`config.mk`:
```
export PLATFORM = sky130hd
export DESIGN_NAME = gate_exerciser
export DESIGN_NICKNAME = d
export VERILOG_FILES = /design/src/rtl/gate_exerciser.sv
export SDC_FILE = /design/constraint.sdc
export NUM_CORES = 1
export LEC_CHECK = 0
export CAP_MARGIN = 10
export CORE_MARGIN = 1.5
export CORE_UTILIZATION = 40
export CTS_CLUSTER_DIAMETER = 120
export DETAILED_ROUTE_END_ITERATION = 8
export GPL_TIMING_DRIVEN = 0
export HOLD_SLACK_MARGIN = 0.1
export PLACE_DENSITY = 0.68
export SLEW_MARGIN = 10
export SYNTH_ARGS = -nofsm -noshare
export SYNTH_HDL_FRONTEND = slang
export SYNTH_SLANG_ARGS = --single-unit
```
`constraint.sdc`:
```
create_clock -name clk -period 5 [get_ports clk]
set_input_delay 0.75 -clock clk [delete_from_list [all_inputs] [get_ports clk]]
set_output_delay 0.75 -clock clk [all_outputs]
set_load 0.05 [all_outputs]
```
`src/rtl/gate_exerciser.sv`:
```
// Built-in self-test controller for a 2-input gate: walks {A,B} through 00..11,
// samples Y after SETTLE extra cycles and checks it against a truth table.
module gate_exerciser #(
  parameter logic [3:0]  TRUTH  = 4'b1001,
  parameter int unsigned SETTLE = 2
) (
  input  logic       clk,
  input  logic       rst,
  input  logic       start,
  input  logic       y_in,
  output logic       a_out,
  output logic       b_out,
  output logic       busy,
  output logic       done,
  output logic       pass,
  output logic [2:0] err_count,
  output logic [3:0] fail_vec
);

  typedef enum logic [1:0] {
    S_IDLE,
    S_DRIVE,
    S_DONE
  } state_e;

  localparam logic [7:0] SETTLE_C = 8'(SETTLE);

  state_e     state_q;
  logic [1:0] idx_q;
  logic [7:0] cnt_q;

  logic       mismatch;
  logic [1:0] idx_d;
  logic [2:0] err_d;

  always_comb begin
    mismatch = (y_in != TRUTH[idx_q]);
    idx_d    = idx_q + 2'd1;
    // err_d includes the compare made on the current edge, so pass sees it.
    err_d    = err_count + {2'b00, mismatch};
  end

  // NOTE: every register here uses <= so all updates see pre-edge values;
  // the reset is synchronous, so it only lives inside the clocked branch.
  always_ff @(posedge clk) begin
    if (rst) begin
      state_q   <= S_IDLE;
      idx_q     <= 2'd0;
      cnt_q     <= 8'd0;
      a_out     <= 1'b0;
      b_out     <= 1'b0;
      busy      <= 1'b0;
      done      <= 1'b0;
      pass      <= 1'b0;
      err_count <= 3'd0;
      fail_vec  <= 4'd0;
    end else begin
      done <= 1'b0;
      case (state_q)
        S_IDLE: begin
          a_out <= 1'b0;
          b_out <= 1'b0;
          busy  <= 1'b0;
          if (start) begin
            state_q   <= S_DRIVE;
            idx_q     <= 2'd0;
            cnt_q     <= 8'd0;
            pass      <= 1'b0;
            err_count <= 3'd0;
            fail_vec  <= 4'd0;
            busy      <= 1'b1;
          end
        end
        S_DRIVE: begin
          if (cnt_q != SETTLE_C) begin
            cnt_q <= cnt_q + 8'd1;
          end else begin
            if (mismatch) begin
              fail_vec[idx_q] <= 1'b1;
              err_count       <= err_d;
            end
            if (idx_q != 2'd3) begin
              idx_q <= idx_d;
              cnt_q <= 8'd0;
              a_out <= idx_d[1];
              b_out <= idx_d[0];
            end else begin
              state_q <= S_DONE;
              busy    <= 1'b0;
              done    <= 1'b1;
              pass    <= (err_d == 3'd0);
              a_out   <= 1'b0;
              b_out   <= 1'b0;
            end
          end
        end
        S_DONE: begin
          a_out   <= 1'b0;
          b_out   <= 1'b0;
          state_q <= S_IDLE;
        end
        default: state_q <= S_IDLE;
      endcase
    end
  end

endmodule

```
==> parameters.txt <==
Parameter                              Value

Timing
  Post-Route Skew ... 14.56 ps
  Final-layout setup total negative slack ... 0 ps
  Number of hold violations in the final report ... 0
  Share of the clock period used by the worst path ... 0.4968
  Shortest period the worst path allows ... 2484 ps
  Transition at the pin with the smallest max-transition slack ... 709.6 ps
  Hold WS ... 486.8 ps
  Setup repair after global routing missed its margin ... no
  Final setup violation count ... 0
  Slew Limit Headroom ... 0.5269
  Max-slew violation count ... 0
  Maximum frequency from static timing analysis ... 402.6 MHz

Outcome
  Run status ... finished, final reports clean

Die
  Die height ... 57.00 um
  Core area ... 2758 um^2
  Die Area ... 3248 um^2
  I/O Pins ... 16
  Die Wd ... 57.00 um
  Num rows ... 19
  Effective utilization at floorplan ... 0.4229

Synthesis
  Largest area contributor in the synthesized netlist ... dfxtp_1
  Mean instance size in the synthesized netlist ... 9.967 um^2
  Yosys cell types ... 40
  Total of warnings raised by yosys ... 0
  Number of enable flip-flop cells after synthesis ... 0
  Async set-or-reset flop fraction in the synthesized netlist ... 0
  Net Count, Synth ... 129
  Portion of synthesized cell area occupied by the leading cell type ... 0.4120
  Area of the mapped netlist ... 1166 um^2
  Flop and latch count out of synthesis ... 24
  Cell types occupying the most area after synthesis ... dfxtp_1 (41%), ha_1 (8.6%), a22o_1 (6.0%)
  Gate count after technology mapping ... 117
  Portion of the post-synthesis area used by sequential elements ... 0.4120
  Most instantiated flip-flop cell in the synthesis netlist ... dfxtp_1

Min path
  Path type of the worst min-delay path ... reg -> reg

Route
  WL final ... 2.258 mm
  DRC viols ... 0
  Detail-routed via count per cell ... 5.677
  Antenna-violating nets left ... 0
  Number of iterations in the first detailed-routing pass ... 4
  Drt wl/cell ... 13.52 um
  Total via count in the routed design ... 948
  Starting DRC count in detailed routing ... 14

GRT
  Total overflow reported by the global router ... 0
  Largest net degree at the start of global routing ... 15
  GRT Util Overall ... 0.1446
  Antenna violations before repair ... 0
  First-pass GRT wire length ... 3.815 mm
  Vias in the first global route ... 875

Clocking
  Clock edge transition at the registers on the reported setup and hold paths ... 150 ps
  Clock net sink count ... 24
  Clock buffer depth ... 2
  CTS Root Buffer Type ... clkbuf_4
  Total of hold buffers inserted after clock tree synthesis ... 0
  TritonCTS clock tree ... yes
  Number of H-tree levels ... 1
  Insertion delay of the later-clocked pin in the worst-skew pair ... 320 ps
  Num CTS Buffers ... 3
  Post-CTS Repair Setup Buffers ... 0
  Quantity of gates resized following cts ... 0

Worst setup path
  Data required time at the worst endpoint ... 5250 ps
  Arr. time, crit path ... 2740 ps
  CP Max Fanout ... 6
  CP startpoint kind ... flop
  Critical path type ... reg -> reg
  Category of the worst setup path capture point ... flop

Cells and area
  Final Util ... 0.5104
  Final design area excluding fillers ... 1408 um^2
  Fraction of final layout cells sized beyond drive strength 1 ... 0.1103
  Inserted Diodes ... 0
  Number of nets in the layout ... 149
  P&R area growth vs syn ... 20.71%

Pwr
  Power after layout ... 366.9 uW
  Pwr dens ... 260.6 nW/um^2
  Leakage ... 0.5357 nW
  Maximum ir drop on the vdd rail ... 0.0002959 V

Flow run
  Number of maximum-capacitance constraint violations ... 0

Placed design
  Cell area after placement ... 1355 um^2
  Placer's final routability congestion estimate ... 0.8202
  Input/output buffers ... 15
  Estimated wirelength of the detail-placed design ... 1.690 mm
final cells by class:
type	count	area, um^2
Buffer	5	22.52
Clock buffer	3	22.52
Clock inverter	1	30.03
Fill cell	245	1350
Inverter	5	18.77
Multi-Input combinational cell	83	644.4
Sequential cell	24	480.5
Tap cell	31	38.79
Timing Repair Buffer	15	150.1
placed cells by master, fill, tap and decap left out, types with 2 or more instances in the layout:
master	count
o41ai_1	2
o211ai_1	3
nand3_1	6
o21ai_0	3
clkbuf_2	2
or3_1	4
nand4_1	2
a22o_1	8
nand2b_1	3
nand2_1	4
a21oi_1	4
nor2b_1	4
inv_1	5
nor2_1	3
a221o_1	2
ha_1	8
xnor2_1	2
clkbuf_4	3
a21o_1	3
dfxtp_1	24
mux2_2	2
clkdlybuf4s50_1	15
nor3b_1	4
where the power goes:
| group | switching [mW] | internal [mW] |
|---|---|---|
| clock | 0.0613 | 0.0811 |
| combinational | 0.0176 | 0.0114 |
| sequential | 0.00176 | 0.194 |
| total | 0.0806 | 0.286 |
sequential cells by signal (all words and copies together), names as in the netlist:
| signal | flops |
|---|---|
| busy | 1 |
| cnt_q | 8 |
| state_q | 2 |
| err_count | 3 |
| fail_vec | 4 |
| a_out | 1 |
| done | 1 |
| b_out | 1 |
| pass | 1 |
| idx_q | 2 |
per-layer routing:
metal	part of all wire	vias to the layer above	global-route usage
met5	0	-	0
met3	0.040	4	0.04989
met2	0.49	23	0.2479
met1	0.45	444	0.1749
li1	-	477	-
met4	0.016	0	0.03322
cell families after synthesis:
group,after synthesis,share of synthesized area
compound gates,33,0.2210
xor+xnor,3,0.02254
fa+ha+maj,8,0.08584
buf+inv,10,0.03540
flops,24,0.4120
mux,2,0.01931
simple gates,37,0.2039
cell usage after synthesis, types with 2 or more instances:
master,instances
mux2_2,2
nor3b_1,4
ha_1,8
nand2b_1,3
o211ai_1,3
a221o_1,2
inv_1,5
nand2_1,4
or3_1,4
dfxtp_1,24
clkbuf_2,2
a21o_1,3
o21ai_0,3
nand4_1,2
o41ai_1,2
nand3_1,6
a22o_1,8
a21oi_1,4
nor2_1,3
nor2b_1,4
xnor2_1,2
per-stage QoR:
| stage | instances | setup slack (ps) |
|---|---|---|
| 2_1_floorplan | 117 | 2731 |
| 3_3_place_gp | 163 | 2187 |
| 3_5_place_dp | 163 | 2182 |
| 4_1_cts | 167 | 2497 |
| 5_1_grt | 167 | 2338 |
| 6_report | 167 | 2516 |
critical path, cell delays in order, from the launching register on:
cell and delay (ps):
dfxtp_1 440, inv_1 90, ha_1 320, xnor2_1 280
ha_1 200, ha_1 230, or3_1 360, or3_1 300
o31ai_1 180
worst paths after layout:
path	startpoint	to	slack (ps)	cells past startpoint
worst max-delay path	idx_q[0]$_SDFFE_PP0P_	pass$_SDFFE_PP0P_	2520	8
worst min-delay path	b_out$_SDFFE_PP0P_	b_out$_SDFFE_PP0P_	490	2
worst max register to register	idx_q[0]$_SDFFE_PP0P_	pass$_SDFFE_PP0P_	2520	8
worst min register to register	b_out$_SDFFE_PP0P_	b_out$_SDFFE_PP0P_	490	2
Power figures use the tool's default switching activity.
